### src/rtl/alu_share_arbiter.sv
// Round-robin front end that lets two requesters share one combinational ALU.
// Operands are registered before execution, and each port has a one-entry response buffer.
module alu_share_arbiter #(
    parameter int Width = 32
) (
    input  logic             clk,
    input  logic             rst_n,
    input  logic             req0_valid,
    output logic             req0_ready,
    input  logic [Width-1:0] req0_a,
    input  logic [Width-1:0] req0_b,
    input  logic [2:0]       req0_ctrl,
    input  logic             req1_valid,
    output logic             req1_ready,
    input  logic [Width-1:0] req1_a,
    input  logic [Width-1:0] req1_b,
    input  logic [2:0]       req1_ctrl,
    output logic             rsp0_valid,
    input  logic             rsp0_ready,
    output logic [Width-1:0] rsp0_result,
    output logic [3:0]       rsp0_flags,
    output logic             rsp1_valid,
    input  logic             rsp1_ready,
    output logic [Width-1:0] rsp1_result,
    output logic [3:0]       rsp1_flags,
    output logic [Width-1:0] alu_a,
    output logic [Width-1:0] alu_b,
    output logic [2:0]       alu_ctrl,
    input  logic [Width-1:0] alu_result,
    input  logic [3:0]       alu_flags,
    output logic             busy
);

    typedef enum logic {IDLE = 1'b0, EXEC = 1'b1} state_t;

    state_t state;
    logic   last_grant;
    logic   owner;
    logic   elig0;
    logic   elig1;
    logic   grant0;
    logic   grant1;

    // A port with a full response buffer cannot be granted, even if it drains this cycle.
    always_comb begin
        elig0      = req0_valid & ~rsp0_valid;
        elig1      = req1_valid & ~rsp1_valid;
        grant0     = elig0 & (~elig1 | last_grant);
        grant1     = elig1 & (~elig0 | ~last_grant);
        req0_ready = (state == IDLE) & grant0;
        req1_ready = (state == IDLE) & grant1;
    end

    always_ff @(posedge clk or negedge rst_n) begin
        if (!rst_n) begin
            state       <= IDLE;
            busy        <= 1'b0;
            last_grant  <= 1'b1;
            owner       <= 1'b0;
            alu_a       <= '0;
            alu_b       <= '0;
            alu_ctrl    <= 3'b000;
            rsp0_valid  <= 1'b0;
            rsp0_result <= '0;
            rsp0_flags  <= 4'b0000;
            rsp1_valid  <= 1'b0;
            rsp1_result <= '0;
            rsp1_flags  <= 4'b0000;
        end else begin
            if (rsp0_valid && rsp0_ready) rsp0_valid <= 1'b0;
            if (rsp1_valid && rsp1_ready) rsp1_valid <= 1'b0;

            case (state)
                IDLE: begin
                    if (grant0 || grant1) begin
                        alu_a      <= grant1 ? req1_a    : req0_a;
                        alu_b      <= grant1 ? req1_b    : req0_b;
                        alu_ctrl   <= grant1 ? req1_ctrl : req0_ctrl;
                        owner      <= grant1;
                        last_grant <= grant1;
                        state      <= EXEC;
                        busy       <= 1'b1;
                    end
                end
                EXEC: begin
                    // Owner's buffer was empty at accept, so no drain can collide here.
                    state <= IDLE;
                    busy  <= 1'b0;
                    if (owner) begin
                        rsp1_valid  <= 1'b1;
                        rsp1_result <= alu_result;
                        rsp1_flags  <= alu_flags;
                    end else begin
                        rsp0_valid  <= 1'b1;
                        rsp0_result <= alu_result;
                        rsp0_flags  <= alu_flags;
                    end
                end
                default: state <= IDLE;
            endcase
        end
    end

endmodule

### config.mk
export PLATFORM = sky130hd
export DESIGN_NAME = alu_share_arbiter
export DESIGN_NICKNAME = d
export VERILOG_FILES = /design/src/rtl/alu_share_arbiter.sv
export SDC_FILE = /design/constraint.sdc
export NUM_CORES = 1
export LEC_CHECK = 0
export ABC_CLOCK_PERIOD_IN_PS = 1600
export CORE_MARGIN = 3
export CORE_UTILIZATION = 39
export CTS_CLUSTER_DIAMETER = 100
export DETAILED_ROUTE_END_ITERATION = 12
export GPL_TIMING_DRIVEN = 0
export PLACE_DENSITY = 0.81
export SYNTH_ARGS = -nofsm -noshare
export SYNTH_HDL_FRONTEND = slang
export SYNTH_SLANG_ARGS = --single-unit
export TNS_END_PERCENT = 5
### constraint.sdc
create_clock -name clk -period 1.6 [get_ports clk]
set_clock_uncertainty 0.15 [all_clocks]
set_input_delay 0.24 -clock clk [delete_from_list [all_inputs] [get_ports clk]]
set_output_delay 0.24 -clock clk [all_outputs]
set_load 0.02 [all_outputs]
==> results_dict.tcl, run 1 <==
set metrics [dict create \
    area.growth.synth_to_final_pct 64.9 \
    synth_top_area_share_pct 49.1 \
    synth_most_common_cell "dfrtp_1" \
    power_frac_seq_pct 26.6 \
    finalCritPeriodShare_pct 120 \
    portBuffers 319 \
    synth-seq-cells 145 \
    syn_area_sq_um 7340 \
    post_drt_wl_per_cell_um 22.1 \
    cts_htree_levels 4 \
    swShare_pct 40.8 \
    ff2ff_setup_slack_ns -0.27 \
    num_rows 49 \
    worstSetupPathType "reg2out" \
    worstSetupEndpointType "primary output" \
    grt_pass1_wl_mm 38.7 \
    n_antenna_cell 0 \
    finalHoldViolations 0 \
    antenna_found_initial 0 \
    avgSynthCellArea_sq_um 12.7 \
    pin_count 320 \
    rsz0062_at_grt "true" \
    fill_cells 1418 \
    first_iter_violations 265 \
    post-dp-hpwl_mm 18.6 \
    synth-warning-count 0 \
    yosys.area.top_type "dfrtp_1" \
    layout-drive-gt1-share_pct 29.5 \
    finalSetupViolations 69 \
    clock_path_buffers 2 \
    nNetsFinal 1114 \
    clock_power_share_pct 16.1 \
    power_uw 25000 \
    violations "setup timing" \
    fp.dieH_um 143 \
    synthesis.nets 753 \
    die_w_um 143 \
    power_frac_comb_pct 57.3 \
    synthArstFlopShare_pct 100 \
    cp_max_fo 4 \
    switchingPower_uw 10200 \
    p_int_uw 14800 \
    critPathArrivalTime_ns 1.53 \
    power_density_nw_per_um2 2060 \
    tns_ns -8.47 \
    cts_sinks 145 \
    clock-root-buffer "clkbuf_16" \
    die_area_sq_um 20500 \
    hold_slack_ns 0.225 \
    maxCapViolations 0 \
    worst_slew_pin_slew_ns 0.763 \
    ir_drop_mv 1.13 \
    drv_slew 0 \
    slew_headroom_pct 49.1 \
    status "finished, violations left" \
    insertion_delay_ns 0.41 \
    vias 6620 \
    finalWirelength_mm 26.1 \
    placed_cell_area_sq_um 10900 \
    grt_use_total_pct 24.1 \
    grt_pass1_vias 6963 \
    fin_area_sq_um 12100 \
    numCtsBuffers 17 \
    cts_tree "done" \
    route.detailed.drc 0 \
    grt_overflow 0 \
    worstHoldPathType "in2reg" \
    fin_ws_ns -0.325 \
    ys.flop_type "dfrtp_1" \
    clk_pin_slew_worst_paths_ns 0.06 \
    ys_top_cells_by_area "dfrtp_1 (49%), mux2_2 (11%), and3b_1 (8.0%)" \
    fmax_ghz 0.520 \
    antenna_left 0 \
    crit_required_ns 1.21 \
    leakage_uw 0.00522 \
    fin_crit_ns 1.92 \
    syn-instance-count 577 \
    drt_first_pass_iters 5 \
    core_area_sq_um 18200 \
    start_kind "flop" \
    globalplace.congestion 0.832 \
    grt_start_max_net_pins 79 \
    viasPerCell 5.61 \
    initial_core_util_pct 40.3 \
    synth_cell_types 28 \
    synth_common_cells "dfrtp_1 (144), mux2_2 (72), and3b_1 (67), o21ai_0 (67)" \
    synth-edff-count 0 \
    yosysSeqAreaShare_pct 49.5 \
]
## flip-flops by register name, indices dropped and copies added (netlist names)
| signal | count |
|---|---|
| rsp0_valid | 1 |
| last_grant | 1 |
| alu_b | 32 |
| rsp0_flags | 4 |
| alu_a | 32 |
| alu_ctrl | 3 |
| rsp1_result | 32 |
| owner | 1 |
| rsp1_flags | 4 |
| busy | 1 |
| rsp0_result | 32 |
| state | 1 |
| rsp1_valid | 1 |
## power by group through the flow
| stage | Sequential (uW) | Clock, uW | Combinational [uW] |
|---|---|---|---|
| floorplan | 8860 | 0 | 5800 |
| global placement | 6640 | 0 | 13700 |
| detailed placement | 6730 | 0 | 13800 |
| CTS | 6610 | 4090 | 13600 |
| global route | 6870 | 4240 | 15100 |
| finish | 6640 | 4020 | 14300 |
## critical path, stage by stage (launching register included)
cell and delay [ns]:
dfrtp_2 0.42, nand2b_4 0.15, buf_8 0.13, clkbuf_16 0.14, nor2_4 0.09, nor3_4 0.05
buf_6 0.14
## cell type report
class                      count  area, sq um  area share [%]
sequential                   145         3630            30.0
multi-input combinational    355         3610            29.8
tap                          229          287            2.37
clock inverter                15          160            1.32
clock buffer                  17          425            3.52
timing repair buffer         343         3300            27.2
inverter                       4         22.5           0.186
buffer                        72          668            5.52
## stage by stage
stage	util, %	instances	setup WS [ns]
after global routing	66.4	1180	-0.374
after global placement	59.6	1125	-6.55
after floorplan	-	577	-0.0497
final	66.4	1180	-0.325
after detailed placement	59.7	1126	-1.17
after CTS	64.7	1178	-0.358
## routing by layer
metal  routed length (um)  global-route usage [%]
met1                10300                    29.5
met2                12700                    40.2
met3                 2670                    9.14
met4                  395                    6.30
met5                    0                       0
## cells in the final DEF, fill, tap and decap left out, drive strengths merged
cell	count
dlygate4sd3	1
buf	68
nor2	1
dfrtp	144
o21ai	70
clkinv	3
clkbuf	48
bufinv	1
clkdlybuf4s50	173
clkdlybuf4s15	1
mux2	72
nand2b	3
nand3b	1
inv	14
a2bb2oi	67
nor3	2
bufbuf	1
a21o	3
and3b	68
dlygate4sd2	140
a221oi	67
dfstp	1
nand2	1
clkinvlp	1
## cell families after synthesis
family | after synthesis | synth area share [%]
flops | 145 | 49.5
simple gates | 76 | 8.87
mux | 72 | 11.0
compound gates | 207 | 24.6
buf+inv | 77 | 6.04
## path summary, 6_finish.rpt
kind                                             start                     endpoint  cells after the start
min                                         rsp1_ready         rsp1_valid$_DFF_PN0_                      2
max reg2reg                       rsp1_valid$_DFF_PN0_        alu_a[12]$_DFFE_PN0P_                      7
min in group asynchronous                        rst_n         alu_a[3]$_DFFE_PN0P_                      2
min reg2reg                rsp0_result[30]$_DFFE_PN0P_  rsp0_result[30]$_DFFE_PN0P_                      1
max                               rsp1_valid$_DFF_PN0_                   req0_ready                      6
max in group asynchronous                        rst_n   rsp1_result[1]$_DFFE_PN0P_                      3
## what timing repair did
action	4_1_cts	5_1_grt
resized for setup	243	91
buffers inserted	18	2
hold endpoints to repair	66	0
endpoints found under the setup margin	272	110
pin swaps	9	9
hold buffers	1	0
gates cloned	1	1
No activity file was read; power rests on OpenSTA's default activity.
==> run 2, diff against run 1 <==
Settings changed: CORE_MARGIN 3 to 2.
==> run 2 against run 1 <==
Compared with the run above:
- the run still ends with setup timing left
- die area down 2.8%
- clock power up 1%
- largest cell class unchanged
- critical path depth unchanged
- final area up 0.16%
- core utilization down 1.2 points
- global-route usage up 1.5 points
- final cell count up 0.42%
==> results_dict.tcl, run 2 (synthesized netlist as in run 1, its figures left out) <==
set metrics [dict create \
    status "finished, violations left" \
    violations "setup timing" \
    fp.dieH_um 141 \
    initial_core_util_pct 39.5 \
    cp_max_fo 4 \
    drt_first_pass_iters 5 \
    final_common_cell "clkdlybuf4s50_1" \
    grt_start_max_net_pins 79 \
    clk_pin_slew_worst_paths_ns 0.07 \
    worstSetupEndpointType "primary output" \
    core_area_sq_um 18600 \
    worstHoldPathType "in2reg" \
    worst_slew_pin_slew_ns 0.780 \
    clock_path_buffers 2 \
    postLayoutCoreUtil_pct 65.2 \
    num_rows 50 \
    power_density_nw_per_um2 2050 \
    antenna_left 0 \
    n_antenna_cell 0 \
    cts_htree_levels 4 \
    slew_headroom_pct 48.0 \
    portBuffers 319 \
    fin_ws_ns -0.323 \
    leakage_uw 0.00521 \
    route.detailed.drc 0 \
    globalplace.congestion 0.820 \
    maxCapViolations 0 \
    nNetsFinal 1114 \
    pin_count 320 \
    post-dp-hpwl_mm 18.2 \
    clock-root-buffer "clkbuf_16" \
    stdcell_count 1185 \
    area.growth.synth_to_final_pct 65.1 \
    start_kind "flop" \
    met3_length_mm 2.68 \
    grt_use_total_pct 25.7 \
    critPathArrivalTime_ns 1.53 \
    grt_pass1_wl_mm 39.8 \
    fin_crit_ns 1.92 \
    viasPerCell 5.51 \
    finalSetupViolations 71 \
    grt_overflow 0 \
    antenna_found_initial 0 \
    finalCritPeriodShare_pct 120 \
    rsz0062_at_grt "true" \
    worstSetupPathType "reg2out" \
    cts_tree "done" \
    top_layer_used "met4" \
    drv_slew 0 \
    power_uw 24800 \
    numCtsBuffers 17 \
    layout_common_cells "clkdlybuf4s50_1 (173), dfrtp_1 (142), dlygate4sd2_1 (139), mux2_2 (72), and3b_1 (67)" \
    grt_pass1_vias 6995 \
    met2_length_mm 12.8 \
    wl_met1_mm 9.76 \
    die_w_um 141 \
    finalHoldViolations 0 \
    crit_required_ns 1.21 \
    fmax_ghz 0.520 \
    cts_sinks 145 \
    dp_cells 1131 \
    layout-drive-gt1-share_pct 29.0 \
    first_iter_violations 338 \
    finalWirelength_mm 25.7 \
    fill_cells 1464 \
    die_area_sq_um 19900 \
    vias 6532 \
    post_drt_wl_per_cell_um 21.7 \
    ir_drop_mv 1.03 \
    insertion_delay_ns 0.41 \
]
==> run 2: layer usage <==
layer	vias up	global-route usage, %
li1	2973	-
met1	3212	30.6
met2	307	42.7
met3	40	9.65
met4	0	8.63
met5	-	0
==> run 2: per-stage QoR <==
stage / hold slack (ns) / instance area [sq um] / setup TNS, ns / setup WS, ns
2_1_floorplan: -0.206 / 7370 / -1.47 / -0.0497
3_3_place_gp: 0.338 / 10900 / -909.59 / -6.49
3_5_place_dp: 0.171 / 10900 / -54.11 / -1.21
4_1_cts: 0.213 / 12000 / -9.98 / -0.350
5_1_grt: 0.219 / 12100 / -16.70 / -0.387
6_report: 0.231 / 12100 / -8.86 / -0.323
==> run 2: path summary, 6_finish.rpt <==
check                                                  from                           to  slack [ns]  cells after the start
worst max register to register         rsp1_valid$_DFF_PN0_        alu_b[21]$_DFFE_PN0P_       -0.19                      7
max in group asynchronous                             rst_n       last_grant$_DFFE_PN1P_        0.15                      3
worst min register to register  rsp1_result[26]$_DFFE_PN0P_  rsp1_result[26]$_DFFE_PN0P_        0.35                      1
worst max-delay path                   rsp1_valid$_DFF_PN0_                   req0_ready       -0.32                      6
worst min-delay path                             rsp1_ready         rsp1_valid$_DFF_PN0_        0.23                      2
min in group asynchronous                             rst_n         alu_a[3]$_DFFE_PN0P_        0.26                      2
==> run 2: area by class of cell <==
class | instances | area (sq um) | share of cell area, %
Sequential cell | 145 | 3630 | 30.0
Multi-Input combinational cell | 355 | 3580 | 29.6
Timing Repair Buffer | 343 | 3300 | 27.2
Buffer | 72 | 677 | 5.59
Clock buffer | 17 | 425 | 3.51
Tap cell | 234 | 293 | 2.42
Clock inverter | 15 | 193 | 1.59
Inverter | 4 | 20.0 | 0.165
==> run 2: critical path, cell delays in order, from the launching register on <==
cell and delay (ns):
dfrtp_2 0.42, nand2b_4 0.15, buf_8 0.14, clkbuf_16 0.14, nor2_4 0.09, nor3_4 0.05
buf_6 0.13
==> run 2: repair_timing <==
item,4_1_cts,5_1_grt
endpoints found under the setup margin,271,130
gates cloned,2,0
pin swaps,9,9
buffers inserted,18,2
gates resized for setup,269,49
hold endpoints to repair,77,0
hold buffers,1,0
==> run 2: power breakdown <==
part           leakage, uW  switching (uW)  internal (uW)
sequential         0.00166            1020           5580
clock             0.000294            1940           2130
combinational      0.00326            7260           6880
